$ cat src/rtl/transaction_pkg.sv
// rtl/transaction_pkg.sv - shared transaction parameters and tag type
package transaction_pkg;
    localparam int REQUESTERS  = 3;
    localparam int DATA_WIDTH  = 16;
    localparam int ADDR_WIDTH  = 16;
    localparam int OUTSTANDING = 4;

    typedef logic [$clog2(REQUESTERS)-1:0] tag_t;
endpackage

$ cat src/rtl/mem_req_arbiter_rr_arbiter.sv
// rtl/mem_req_arbiter_rr_arbiter.sv - round-robin grant, pointer advances past winner on handshake
module rr_arbiter #(
    parameter int N  = 3,
    parameter int IW = (N > 1) ? $clog2(N) : 1
) (
    input  logic          clk,
    input  logic          reset_p,
    input  logic [N-1:0]  req,
    input  logic          advance,
    output logic [N-1:0]  grant,
    output logic [IW-1:0] grant_idx
);
    logic [IW-1:0] ptr;
    logic          found;
    int            idx;

    // Search starts at ptr; the first active requester wins.
    always_comb begin
        grant     = '0;
        grant_idx = ptr;
        found     = 1'b0;
        idx       = 0;
        for (int k = 0; k < N; k++) begin
            idx = int'(ptr) + k;
            if (idx >= N) idx = idx - N;
            if (!found && req[idx]) begin
                found      = 1'b1;
                grant[idx] = 1'b1;
                grant_idx  = IW'(idx);
            end
        end
    end

    always_ff @(posedge clk or posedge reset_p) begin
        if (reset_p) begin
            ptr <= '0;
        end else if (advance) begin
            ptr <= (int'(grant_idx) == N - 1) ? '0 : grant_idx + IW'(1);
        end
    end
endmodule

$ cat src/rtl/mem_req_arbiter.sv
// rtl/mem_req_arbiter.sv - merges requester read/write channels onto one memory port
// Optional per-requester handshake counters: MEM_REQ_ARBITER_STAT_EN
module mem_req_arbiter
    import transaction_pkg::*;
#(
    parameter int REQUESTERS  = transaction_pkg::REQUESTERS,
    parameter int DATA_WIDTH  = transaction_pkg::DATA_WIDTH,
    parameter int ADDR_WIDTH  = transaction_pkg::ADDR_WIDTH,
    parameter int OUTSTANDING = transaction_pkg::OUTSTANDING
) (
    input  logic                             clk,
    input  logic                             reset_p,
    input  logic [REQUESTERS*ADDR_WIDTH-1:0] up_r_addr,
    input  logic [REQUESTERS-1:0]            up_r_avalid,
    output logic [REQUESTERS-1:0]            up_r_aready,
    output logic [REQUESTERS-1:0]            up_r_dvalid,
    output logic [DATA_WIDTH-1:0]            up_r_data,
    input  logic [REQUESTERS*ADDR_WIDTH-1:0] up_w_addr,
    input  logic [REQUESTERS*DATA_WIDTH-1:0] up_w_data,
    input  logic [REQUESTERS-1:0]            up_w_valid,
    output logic [REQUESTERS-1:0]            up_w_ready,
    output logic [ADDR_WIDTH-1:0]            dn_r_addr,
    output logic                             dn_r_avalid,
    input  logic                             dn_r_aready,
    input  logic                             dn_r_dvalid,
    input  logic [DATA_WIDTH-1:0]            dn_r_data,
    output logic [ADDR_WIDTH-1:0]            dn_w_addr,
    output logic [DATA_WIDTH-1:0]            dn_w_data,
    output logic                             dn_w_valid,
    input  logic                             dn_w_ready,
    output logic                             proto_err
`ifdef MEM_REQ_ARBITER_STAT_EN
    ,
    output logic [REQUESTERS*32-1:0]         stat_rd_cnt,
    output logic [REQUESTERS*32-1:0]         stat_wr_cnt
`endif
);
    localparam int IW = (REQUESTERS > 1) ? $clog2(REQUESTERS) : 1;
    localparam int PW = $clog2(OUTSTANDING);

    logic [REQUESTERS-1:0] rd_grant, wr_grant;
    logic [IW-1:0]         rd_idx, wr_idx;
    logic                  rd_hs, wr_hs, pop, tag_full, tag_empty;
    logic [PW-1:0]         wr_p, rd_p;
    logic [PW:0]           cnt;
    tag_t                  tag_mem [OUTSTANDING];

    assign tag_full  = (cnt == (PW+1)'(OUTSTANDING));
    assign tag_empty = (cnt == '0);

    assign dn_r_avalid = (|up_r_avalid) && !tag_full;
    assign dn_r_addr   = up_r_addr[int'(rd_idx)*ADDR_WIDTH +: ADDR_WIDTH];
    assign up_r_aready = rd_grant & {REQUESTERS{dn_r_aready && !tag_full}};
    assign rd_hs       = dn_r_avalid && dn_r_aready;

    assign dn_w_valid  = |up_w_valid;
    assign dn_w_addr   = up_w_addr[int'(wr_idx)*ADDR_WIDTH +: ADDR_WIDTH];
    assign dn_w_data   = up_w_data[int'(wr_idx)*DATA_WIDTH +: DATA_WIDTH];
    assign up_w_ready  = wr_grant & {REQUESTERS{dn_w_ready}};
    assign wr_hs       = dn_w_valid && dn_w_ready;

    assign pop = dn_r_dvalid && !tag_empty;

    rr_arbiter #(.N(REQUESTERS), .IW(IW)) u_rd_arb (
        .clk(clk), .reset_p(reset_p), .req(up_r_avalid), .advance(rd_hs),
        .grant(rd_grant), .grant_idx(rd_idx)
    );

    rr_arbiter #(.N(REQUESTERS), .IW(IW)) u_wr_arb (
        .clk(clk), .reset_p(reset_p), .req(up_w_valid), .advance(wr_hs),
        .grant(wr_grant), .grant_idx(wr_idx)
    );

    always_ff @(posedge clk) begin
        if (rd_hs) tag_mem[wr_p] <= tag_t'(rd_idx);
    end

    // Full is judged on the pre-pop count, so a same-cycle pop never frees a slot early.
    always_ff @(posedge clk or posedge reset_p) begin
        if (reset_p) begin
            wr_p        <= '0;
            rd_p        <= '0;
            cnt         <= '0;
            up_r_dvalid <= '0;
            up_r_data   <= '0;
            proto_err   <= 1'b0;
        end else begin
            if (rd_hs) wr_p <= wr_p + PW'(1);
            if (pop)   rd_p <= rd_p + PW'(1);
            case ({rd_hs, pop})
                2'b10:   cnt <= cnt + (PW+1)'(1);
                2'b01:   cnt <= cnt - (PW+1)'(1);
                default: cnt <= cnt;
            endcase
            if (pop) begin
                up_r_dvalid <= REQUESTERS'(1) << tag_mem[rd_p];
                up_r_data   <= dn_r_data;
            end else begin
                up_r_dvalid <= '0;
            end
            if (dn_r_dvalid && tag_empty) proto_err <= 1'b1;
        end
    end

`ifdef MEM_REQ_ARBITER_STAT_EN
    for (genvar i = 0; i < REQUESTERS; i++) begin : g_stat
        always_ff @(posedge clk or posedge reset_p) begin
            if (reset_p) begin
                stat_rd_cnt[i*32 +: 32] <= '0;
                stat_wr_cnt[i*32 +: 32] <= '0;
            end else begin
                if (up_r_aready[i] && stat_rd_cnt[i*32 +: 32] != '1)
                    stat_rd_cnt[i*32 +: 32] <= stat_rd_cnt[i*32 +: 32] + 32'd1;
                if (up_w_ready[i] && up_w_valid[i] && stat_wr_cnt[i*32 +: 32] != '1)
                    stat_wr_cnt[i*32 +: 32] <= stat_wr_cnt[i*32 +: 32] + 32'd1;
            end
        end
    end
`endif
endmodule

$ cat config.mk
export PLATFORM = sky130hd
export DESIGN_NAME = mem_req_arbiter
export DESIGN_NICKNAME = d
export VERILOG_FILES = /design/src/rtl/transaction_pkg.sv /design/src/rtl/mem_req_arbiter_rr_arbiter.sv /design/src/rtl/mem_req_arbiter.sv
export SDC_FILE = /design/constraint.sdc
export NUM_CORES = 1
export LEC_CHECK = 0
export CAP_MARGIN = 20
export CORE_ASPECT_RATIO = 0.9
export CORE_UTILIZATION = 25
export CTS_CLUSTER_DIAMETER = 120
export DETAILED_ROUTE_END_ITERATION = 8
export DONT_BUFFER_PORTS = 1
export SYNTH_ARGS = -nofsm -noshare
export SYNTH_HDL_FRONTEND = slang
export SYNTH_SLANG_ARGS = --single-unit
$ cat constraint.sdc
create_clock -name clk -period 6.3 [get_ports clk]
set_clock_uncertainty 0.2 [all_clocks]
set_input_delay 1.26 -clock clk [delete_from_list [all_inputs] [get_ports clk]]
set_output_delay 1.26 -clock clk [all_outputs]
set_load 0.05 [all_outputs]
Word-level counts from Yosys, hierarchy flattened
Memories as Yosys holds them, arrays and structs flattened.
Index checks and enable logic that the tools add are counted.

storage, ports and cells
  flip-flop bits (word level) = 31
  memory bits (writable) = 8
  input bits = 171
  output and inout bits = 76
  word-level logic and storage cells = 142
  memories kept = 1

memory list
  memory   words  bits a word  read ports  clocked after Yosys merged registers in  wr ports  RTL line               text
  tag_mem  4      2            1           0                                        1         mem_req_arbiter.sv:46  tag_t tag_mem [OUTSTANDING];

cells by class
  add/sub/neg operators = 16
  order comparisons = 18
  eq/ne operators = 5
  shift operators = 4
  multiplexer cells = 58
  bitwise gates (word level) = 6
  reductions and logical operators = 26

operators with widths
  kind                                                   count
  >= comparator 32 x 1 -> 1 bit (second input constant)  6
  < comparator 32 x 4 -> 1 bit (second input constant)   6
  two-way mux 32 bit                                     6
  indexed part select 48 x 7 -> 16 bit                   3
  >= comparator 32 x 3 -> 1 bit (second input constant)  4
  subtractor 32 x 3 -> 32 bit (second input constant)    4
  two-way mux 1 bit                                      24
  two-way mux 3 bit                                      7
  logical AND 1 bit                                      16
  two-way mux 2 bit                                      8
  binary-select mux 1 bit (select 2 bit)                 6
  demux 1 bit (select 2 bit)                             6
  bitwise OR 3 bit                                       4
  adder 2 x 1 -> 2 bit (second input constant)           4
  adder 2 x 1 -> 3 bit (second input constant)           2
  adder 2 x 2 -> 3 bit (second input constant)           2
  bitwise AND 3 bit                                      2
  == test 2 bit (second input constant)                  3
  zero test 1 bit                                        6
  one-hot mux 3 bit (2 select lines)                     1
  OR reduction 3 bit                                     2
  subtractor 2 x 2 -> 3 bit (second input constant)      2
  >= comparator 2 bit (second input constant)            2
  adder 3 x 1 -> 3 bit (second input constant)           1
  other kinds (6)                                        6

Depth between registers and ports, before layout
Gate-level depths: netlist of the first run.

  word-level depth = 14
  gate-level depth with buffers = 11
  mapped depth without buffers = 11

Cells and area by module
From an unflattened synthesis of the first run, not the netlist that was laid out.

second synthesis, totals
  cells, all modules = 383
  area, all modules = 3,440.8 um2

by module, submodules not included
  module                  times used  cells an instance  area an instance (um2)  sequential area each (um2)
  mem_req_arbiter         1           263                2,541.2                 915.9
  rr_arbiter at u_rd_arb  1           61                 461.7                   50.0
  rr_arbiter at u_wr_arb  1           59                 437.9                   50.0

Worst setup path before layout of the first run
OpenSTA, ideal clock, no wires.

  kind = input port to output port
  start = in up_r_avalid[2]
  end = out dn_r_addr[10]
  data arrival time = 3.449 ns
  data required time = 4.840 ns
  path slack = 1.391 ns
  stages = 9
  path buffers = 3
  path through = buf_2 -> nor2b_1 -> or4_1 -> o311ai_1 -> o32ai_2 -> buf_6 -> buf_6 -> mux2i_1 -> o2bb2ai_1

on the way
  word-level cells in the longest chain between the ends = 11
  elaborated cells on any way between the ends = 19
  those cells by class = shift: 1; mux: 14; reduce/logical: 4

RTL lines
  what                                                  RTL line                          text
  from (decl)                                           mem_req_arbiter.sv:14             input logic [REQUESTERS-1:0] up_r_avalid,
  binary-select mux 1 bit (select 2 bit)                mem_req_arbiter_rr_arbiter.sv:26  if (!found && req[idx]) begin
  two-way mux 1 bit (not written as such) (2 in a row)  mem_req_arbiter_rr_arbiter.sv:26
  two-way mux 1 bit                                     mem_req_arbiter_rr_arbiter.sv:26
  zero test 1 bit                                       mem_req_arbiter_rr_arbiter.sv:26
  logical AND 1 bit                                     mem_req_arbiter_rr_arbiter.sv:26
  two-way mux 1 bit                                     mem_req_arbiter_rr_arbiter.sv:26
  zero test 1 bit                                       mem_req_arbiter_rr_arbiter.sv:26
  logical AND 1 bit                                     mem_req_arbiter_rr_arbiter.sv:26
  two-way mux 2 bit *                                   mem_req_arbiter_rr_arbiter.sv:26
  named net rd_idx[0]                                   mem_req_arbiter.sv:42             logic [IW-1:0] rd_idx, wr_idx;
  indexed part select 48 x 7 -> 16 bit *                mem_req_arbiter.sv:52             assign dn_r_addr = up_r_addr[int'(rd_idx)*ADDR_WIDTH +: ADDR_WIDTH];
  to (decl)                                             mem_req_arbiter.sv:22             output logic [ADDR_WIDTH-1:0] dn_r_addr,

Mark *: on every way through the listed nets, which the timed path passes. The rest lies on a longest branch. The select of a mux whose other input is x is not followed.

Final worst setup path of the first run
  start = reg u_rd_arb.ptr[0]
  end = out dn_r_addr[15]

on the way
  word-level cells in the longest chain between the ends = 13
  elaborated cells on any way between the ends = 30
  those cells by class = add/sub: 5; order compare: 3; shift: 1; mux: 17; reduce/logical: 4

RTL lines
  what                                                                                  RTL line                          text
  from (decl)                                                                           mem_req_arbiter_rr_arbiter.sv:13  logic [IW-1:0] ptr;
  from (signal assigned)                                                                mem_req_arbiter_rr_arbiter.sv:38  ptr <= (int'(grant_idx) == N - 1) ? '0 : grant_idx + IW'(1);
  parallel branches: the longest is 11 deep, another holds subtractor 32 x 3 -> 32 bit  --
  two-way mux 2 bit *                                                                   mem_req_arbiter_rr_arbiter.sv:26
  indexed part select 48 x 7 -> 16 bit *                                                mem_req_arbiter.sv:52

Every way passes the cells marked *. The select of a mux whose other input is x is not followed.

==> results of run 1 <==
-- placed cells by master, fill, tap and decap left out, types with 6 or more instances in the layout --
| cell | synthesis | final |
|---|---|---|
| nand2_1 | 70 | 70 |
| mux2i_1 | 52 | 52 |
| buf_4 | 2 | 44 |
| o2bb2ai_1 | 39 | 39 |
| dfrtp_1 | 31 | 31 |
| inv_1 | 17 | 17 |
| ha_1 | 13 | 13 |
| nor2_1 | 11 | 11 |
| o2bb2ai_2 | 10 | 10 |
| nor2b_1 | 9 | 9 |
| o21ai_0 | 9 | 9 |
| edfxtp_1 | 8 | 8 |
| a21oi_1 | 6 | 6 |
-- per-stage QoR --
step,setup WS [ps],util,hold WS [ps]
floorplan,1391,-,280.6
global placement,1499,0.2867,306.3
detailed placement,1402,0.2867,308.3
CTS,1243,0.2989,319.2
global route,1041,0.2991,344.3
finish,1259,0.2991,321.0
-- layout make-up --
cell class | count | area [sq um]
antenna | 1 | 2.502
clock buffer | 5 | 125.1
clock inverter | 3 | 38.79
fill | 1393 | 9402
inverter | 18 | 67.56
multi-input combinational | 292 | 2221
sequential | 39 | 1016
tap | 168 | 210.2
timing repair buffer | 44 | 330.3
-- registers in the layout (all words and copies together), names as in the netlist, 2 cells and up --
register and flops:
up_r_data 16, tag_mem 8, cnt 3, up_r_dvalid 3
rd_p 2, u_rd_arb.ptr 2, u_wr_arb.ptr 2, wr_p 2
-- per-layer routing --
| layer | track usage | vias up |
|---|---|---|
| li1 | - | 1414 |
| met4 | 0.05301 | 0 |
| met2 | 0.2368 | 186 |
| met3 | 0.04034 | 16 |
| met1 | 0.1377 | 1371 |
| met5 | 0 | - |
-- final timing paths --
check / from / to / slack (ps) / cells past startpoint
setup / recovery: u_rd_arb.ptr[0]$_DFFE_PP0P_ / dn_r_addr[15] / 1260 / 10
hold / removal: cnt[2]$_DFFE_PP0P_ / cnt[2]$_DFFE_PP0P_ / 320 / 1
setup reg to reg: cnt[0]$_DFFE_PP0P_ / cnt[2]$_DFFE_PP0P_ / 2740 / 9
hold reg to reg: cnt[2]$_DFFE_PP0P_ / cnt[2]$_DFFE_PP0P_ / 320 / 1
max in group asynchronous: reset_p / rd_p[1]$_DFFE_PP0P_ / 4830 / 2
min in group asynchronous: reset_p / wr_p[1]$_DFFE_PP0P_ / 760 / 2
-- worst max-delay path: stages (launching register included) --
cell       delay [ps]
dfrtp_1           440
inv_1              90
ha_1              520
inv_1             160
or4_1             540
o311ai_1          160
o32ai_4           120
buf_4             250
a21oi_2           580
o2bb2ai_1         190
buf_4             230
-- cells by family after synthesis --
logic type      synth area share
mux                       0.1667
flops                     0.2937
buf+inv                  0.06908
fa+ha+maj                0.05280
simple gates              0.1530
compound gates            0.2496
xor+xnor                 0.01519
==> impl_metrics.json, run 1 <==
{
  "die_area_sq_um": 14310,
  "cts.repair.resized": 0,
  "syn_nets": 561,
  "yosysMostFrequentCell": "nand2_1",
  "synth_common_cells": "70 x nand2_1, 52 x mux2i_1, 39 x o2bb2ai_1",
  "met2_length_um": 4928,
  "ios": 247,
  "cts_sinks": 39,
  "fin_area_sq_um": 4011,
  "cts_buffers": 5,
  "synthTopCellsByArea": "dfrtp_1 22%, mux2i_1 15%, o2bb2ai_1 9.9%",
  "wl_met3_um": 852,
  "portBuffers": 0,
  "endpoint_kind": "primary output",
  "vias": 2987,
  "antenna_found_initial": 1,
  "rsz0062_at_grt": "false",
  "vias_per_cell": 5.240,
  "synthArstFlopShare": 0.7949,
  "min_path_type": "flop to flop",
  "grt_pass1_vias": 2862,
  "synth_top_cell_by_area": "dfrtp_1",
  "ant_nets": 0,
  "cap_violations": 0,
  "grt_pass1_wl_um": 14320,
  "layout.cells.non_filler": 570,
  "clock.fmax_mhz": 198.4,
  "crit_type": "flop to primary output",
  "die_h_um": 113.6,
  "synth_area_sq_um": 3460,
  "start_util": 0.2579,
  "syn_area_per_cell_sq_um": 9.201,
  "crit_arrival_ps": 3580,
  "track_usage": 0.1292,
  "synth-edff-count": 8,
  "ys.flop_type": "dfrtp_1",
  "ys_types": 54,
  "clk_latency_ps": 290,
  "relSlewSlack": 0.3058,
  "postCtsSetupBuffers": 0,
  "m1WireLength_um": 3723,
  "place.gp.congestion": 0.8215,
  "dp_hpwl_um": 7773,
  "cts_tree": "built",
  "yosys_warnings": 0,
  "yosys_register_bits": 39,
  "finalSetupViolCount": 0,
  "gr-total-overflow": 0,
  "ys_seq_area_frac": 0.2937,
  "drc": 0,
  "cts_max_path_buffers": 2,
  "worstSetupStartpointType": "flop",
  "coreArea_sq_um": 13410,
  "syn_inst": 376,
  "clk_root_buffer_cell": "clkbuf_16",
  "drive_gt1_frac": 0.1746,
  "wl_um": 9743,
  "ctsHoldBuffers": 0,
  "routed.top_layer": "met4",
  "first_pass_iters": 4,
  "hold_viol": 0,
  "dp_cells": 561,
  "crit_path_max_fanout": 23,
  "min_period_ps": 5041,
  "die_w_um": 126,
  "synth.top_cell.area_share": 0.2242,
  "wire_per_inst_um": 17.09,
  "initialDrtViolationCount": 98,
  "clkTransAtPathRegs_ps": 60,
  "syn2layout_area_growth_pct": 15.95,
  "post_dp_cell_area_sq_um": 3845,
  "nets": 585,
  "worstMarginPinSlew_ps": 1045,
  "required_ps": 4840,
  "grt_max_degree": 34,
  "status": "finished, final reports clean",
  "finalMaxSlewViolations": 0,
  "cts_max_level": 2,
  "period_share": 0.8002,
  "num_rows": 40,
  "fin_tns_setup_ps": 0
}
Power of run 1 is not shown: default switching activity piles up to over one toggle a cycle in this logic, so the estimate is an artifact.
==> run 2, diff against run 1 <==
- clock period: 6.3 -> 4.2 ns (I/O delays scaled with it)
==> run 2 against run 1 <==
  * Worst hold slack lost 4.1 ps
  * Highest routed layer unchanged
  * Worst setup slack lost 1100 ps
  * Critical path type unchanged
  * Non-clock buffer count grew 21
  * Cell area grew 15%
  * Final cell count grew 3.5%
==> impl_metrics.json, run 2 (synthesis gave the netlist of run 1 again) <==
{
  "num_rows": 40,
  "crit_type": "flop to primary output",
  "finalSetupViolCount": 0,
  "relSlewSlack": 0.3047,
  "top_regs": "up_r_data: 16 flops, tag_mem: 8 flops",
  "cts_tree": "built",
  "r2r_cells": 9,
  "worstMarginPinSlew_ps": 1046,
  "top_register": "up_r_data",
  "rsz0062_at_grt": "false",
  "largest_reg_flops": 16,
  "coreArea_sq_um": 13410,
  "cts_buffers": 5,
  "status": "finished, final reports clean",
  "cts_max_path_buffers": 2,
  "vias_per_cell": 5.271,
  "r2r-start": "u_wr_arb.ptr[0]$_DFFE_PP0P_",
  "required_ps": 3160,
  "hold_viol": 0,
  "min_path_type": "flop to flop",
  "final_common_cell": "nand2_1",
  "ant_nets": 0,
  "rr_endpoint": "u_wr_arb.ptr[1]$_DFFE_PP0P_",
  "crit_path_max_fanout": 20,
  "clkTransAtPathRegs_ps": 60,
  "cts_max_level": 2,
  "endpoint_kind": "primary output",
  "track_usage": 0.1370,
  "min_delay_path_depth": 1,
  "portBuffers": 0,
  "clk_latency_ps": 290,
  "die_h_um": 113.6,
  "worstSetupStartpointType": "flop",
  "cp.buffers_inverters": 3,
  "syn2layout_area_growth_pct": 33.20,
  "start_util": 0.2579,
  "crit_family": "buffers and inverters",
  "rrSetupSlack_ps": 1370,
  "grt_pass1_wl_um": 15110,
  "cap_violations": 0,
  "place.gp.congestion": 0.9197,
  "wl_um": 10220,
  "first_pass_iters": 5,
  "drive_gt1_frac": 0.2251,
  "nFillCells": 1356,
  "clk_root_buffer_cell": "clkbuf_16",
  "initialDrtViolationCount": 123,
  "hp-start": "cnt[2]$_DFFE_PP0P_",
  "diodes": 0,
  "cts_sinks": 39,
  "mostFrequentLayoutCells": "70 x nand2_1, 52 x mux2i_1, 39 x o2bb2ai_1",
  "crit_arrival_ps": 2960,
  "grt_max_degree": 32,
  "period_share": 0.9512,
  "finalMaxSlewViolations": 0,
  "gr-total-overflow": 0,
  "min_to": "cnt[2]$_DFFE_PP0P_",
  "grt_pass1_vias": 3041,
  "max_stage_delay_ps": 420,
  "die_w_um": 126,
  "min_period_ps": 3995,
  "nets": 606,
  "cp_slowest_cell": "dfrtp_1",
  "fin_tns_setup_ps": 0,
  "drc": 0,
  "ios": 247,
  "antenna_found_initial": 0,
  "cpMostUsedCell": "mux2i_1",
  "clock.fmax_mhz": 250.3,
  "die_area_sq_um": 14310,
  "dp_hpwl_um": 8233,
  "path_cells": "inv_1 > ha_2 > mux2i_1 > or2_2 > nand2_1 > o32ai_4 > buf_6 > mux2i_1 > o2bb2ai_1 > buf_4",
  "wire_per_inst_um": 17.31,
  "vias": 3110
}
[run 2: how the worst max path moves through the flow]
stage / start / to / cells after the start
floorplan: up_r_avalid[2] / dn_r_addr[10] / 9
global placement: u_rd_arb.ptr[1]$_DFFE_PP0P_ / dn_r_addr[13] / 10
detailed placement: u_rd_arb.ptr[1]$_DFFE_PP0P_ / dn_r_addr[9] / 10
CTS: u_wr_arb.ptr[1]$_DFFE_PP0P_ / dn_w_addr[4] / 10
global route: u_rd_arb.ptr[1]$_DFFE_PP0P_ / dn_r_addr[9] / 10
finish: u_rd_arb.ptr[1]$_DFFE_PP0P_ / dn_r_addr[9] / 10
[run 2: cell type report]
type                            count  area, sq um  area share
Tap cell                          168        210.2     0.04562
Clock buffer                        5        125.1     0.02715
Inverter                           18        67.56     0.01466
Clock inverter                      3        38.79    0.008417
Multi-Input combinational cell    292         2233      0.4847
Timing Repair Buffer               65        917.1      0.1990
Sequential cell                    39         1016      0.2205
[run 2: metrics by stage]
step / util / hold slack [ps] / area (sq um) / setup slack [ps] / std cells
2_1_floorplan: - / 280.6 / 3460 / 130.5 / 376
3_3_place_gp: 0.3296 / 302.4 / 4420 / 392.4 / 581
3_5_place_dp: 0.3296 / 314.0 / 4420 / 315.1 / 581
4_1_cts: 0.3420 / 326.6 / 4587 / 67.06 / 589
5_1_grt: 0.3436 / 351.5 / 4608 / 9.988 / 590
6_report: 0.3436 / 316.9 / 4608 / 204.8 / 590
[run 2: metal layers]
metal | global-route usage | routed length [um]
met3 | 0.04268 | 942
met5 | 0 | 0
met1 | 0.1335 | 3588
met2 | 0.2604 | 5351
met4 | 0.07068 | 334
[run 2: repair_timing]
| item | 4_1_cts | 5_1_grt |
|---|---|---|
| hold buffers | 0 | 0 |
| resized for setup | 1 | 4 |
| cloned | 0 | 0 |
| pin swaps | 0 | 0 |
| setup buffers | 0 | 1 |
| setup endpoints to repair | 2 | 48 |
Power of run 2 is left out for the same reason.
==> run 3, diff against run 2 <==
--- a/config.mk
+++ b/config.mk
@@ -9,2 +9,3 @@
 export CORE_ASPECT_RATIO = 0.9
+export CORE_MARGIN = 3
 export CORE_UTILIZATION = 25
--- a/constraint.sdc
+++ b/constraint.sdc
@@ -4,2 +4,2 @@
 set_output_delay 0.84 -clock clk [all_outputs]
-set_load 0.05 [all_outputs]
+set_load 0.1 [all_outputs]
==> run 3 against run 2 <==
  * Maximum frequency shrank 0.46%
  * Non-clock buffer count grew 2
  * First-iteration DRC count shrank 43%
  * Flip-flop and latch count is the same
==> impl_metrics.json, run 3 (synthesis gave the netlist of run 1 again) <==
{
  "utilization": 0.3785,
  "cts_max_path_buffers": 2,
  "status": "finished, final reports clean",
  "drc": 0,
  "grt_max_degree": 34,
  "crit_path_max_fanout": 26,
  "clkTransAtPathRegs_ps": 60,
  "die_area_sq_um": 15290,
  "top_regs": "up_r_data: 16 flops, tag_mem: 8 flops",
  "endpoint_kind": "primary output",
  "rrSetupSlack_ps": 1360,
  "period_share": 0.9556,
  "drive_gt1_frac": 0.3302,
  "path_cells": "inv_1 > ha_1 > mux2i_1 > o21ai_1 > or3_1 > a32o_2 > buf_4 > buf_12 > o2bb2ai_2 > buf_12",
  "antenna_found_initial": 0,
  "cts_buffers": 5,
  "cap_violations": 0,
  "first_pass_iters": 4,
  "final_common_cell": "nand2_1",
  "gr-total-overflow": 0,
  "track_usage": 0.1354,
  "cts_max_level": 2,
  "ant_nets": 0,
  "finalSetupViolCount": 0,
  "cts_sinks": 39,
  "rsz0062_at_grt": "false",
  "portBuffers": 0,
  "mostFrequentLayoutCells": "70 x nand2_1, 52 x mux2i_1, 51 x buf_12",
  "top_register": "up_r_data",
  "wl_um": 10690,
  "grt_pass1_vias": 3292,
  "start_util": 0.2570,
  "cts_tree": "built",
  "crit_type": "flop to primary output",
  "initialDrtViolationCount": 70,
  "dp_hpwl_um": 8977,
  "hold_viol": 0,
  "die_h_um": 117.6,
  "clock.fmax_mhz": 249.2,
  "die_w_um": 130,
  "cpMostUsedCell": "buf_12",
  "min_path_type": "primary input to asynchronous set/reset pin",
  "nets": 608,
  "vias": 3135,
  "max_stage_delay_ps": 430,
  "relSlewSlack": 0.3543,
  "syn2layout_area_growth_pct": 47.31,
  "cp_slowest_cell": "dfrtp_1",
  "largest_reg_flops": 16,
  "whs_ps": 331.5,
  "min_period_ps": 4014,
  "crit_arrival_ps": 2970,
  "diodes": 0,
  "ctsHoldBuffers": 0,
  "required_ps": 3160,
  "r2r_cells": 10,
  "grt_pass1_wl_um": 16770,
  "coreArea_sq_um": 13460,
  "worstMarginPinSlew_ps": 968.6,
  "clk_latency_ps": 280,
  "place.gp.congestion": 0.9135,
  "num_rows": 40,
  "vias_per_cell": 5.296,
  "clk_root_buffer_cell": "clkbuf_16",
  "finalMaxSlewViolations": 0,
  "wire_per_inst_um": 18.05,
  "worstSetupStartpointType": "flop",
  "ios": 247
}
run 3: cell count changes in the layout (fill, tap and decap cells not counted), moves of 2 or more:
| cell | delta |
|---|---|
| a21oi_2 | +2 |
| buf_4 | -16 |
| a21oi_1 | -2 |
| ha_2 | -2 |
| buf_12 | +17 |
| o2bb2ai_1 | -38 |
| o2bb2ai_2 | +38 |
| ha_1 | +2 |
run 3: worst paths after layout:
kind                                                   from                          end
worst max-delay path            u_wr_arb.ptr[0]$_DFFE_PP0P_                 dn_w_data[7]
worst min-delay path                                reset_p  u_rd_arb.ptr[1]$_DFFE_PP0P_
worst min register to register           cnt[0]$_DFFE_PP0P_           cnt[0]$_DFFE_PP0P_
min in group clk                         cnt[0]$_DFFE_PP0P_           cnt[0]$_DFFE_PP0P_
max in group asynchronous                           reset_p  u_wr_arb.ptr[0]$_DFFE_PP0P_
worst max register to register  u_wr_arb.ptr[0]$_DFFE_PP0P_  u_wr_arb.ptr[0]$_DFFE_PP0P_
run 3: worst max-delay path, delay by kind of cell (launching register included):
family	cells	cell delay [ps]
AOI/OAI and AO/OA	3	590
adders and majority gates	1	350
buffers and inverters	4	670
DFF	1	430
muxes	1	270
and+or+nand+nor	1	360
run 3: metal layers:
layer,wire length (um),part of all wire,GRT usage,vias up
met5,0,0,0,-
met1,3532,0.33,0.1397,1484
met2,5815,0.54,0.2587,182
li1,-,-,-,1460
met4,140,0.013,0.03117,0
met3,1200,0.11,0.04537,9
run 3: cell type report:
cell class	instances	area (sq um)
Fill cell	1296	8367
Multi-Input combinational cell	292	2506
Timing Repair Buffer	67	1149
Sequential cell	39	1016
Tap cell	168	210.2
Clock buffer	7	142.6
Inverter	18	67.56
Clock inverter	1	5.005
run 3: stage by stage:
step	instance area, sq um	setup TNS [ps]	setup slack [ps]	cells
CTS	5071	0	46.15	591
floorplan	3651	-3753	-436.5	376
detailed placement	4912	0	261.7	582
finish	5096	0	186.4	592
global route	5096	0	8.595	592
global placement	4912	0	337.4	582
run 3: what timing repair did:
item | in CTS | in global routing
buffers inserted | 1 | 1
resized for setup | 1 | 3
pin swaps | 1 | 1
setup endpoints to repair | 33 | 16
Power of run 3 is left out for the same reason.
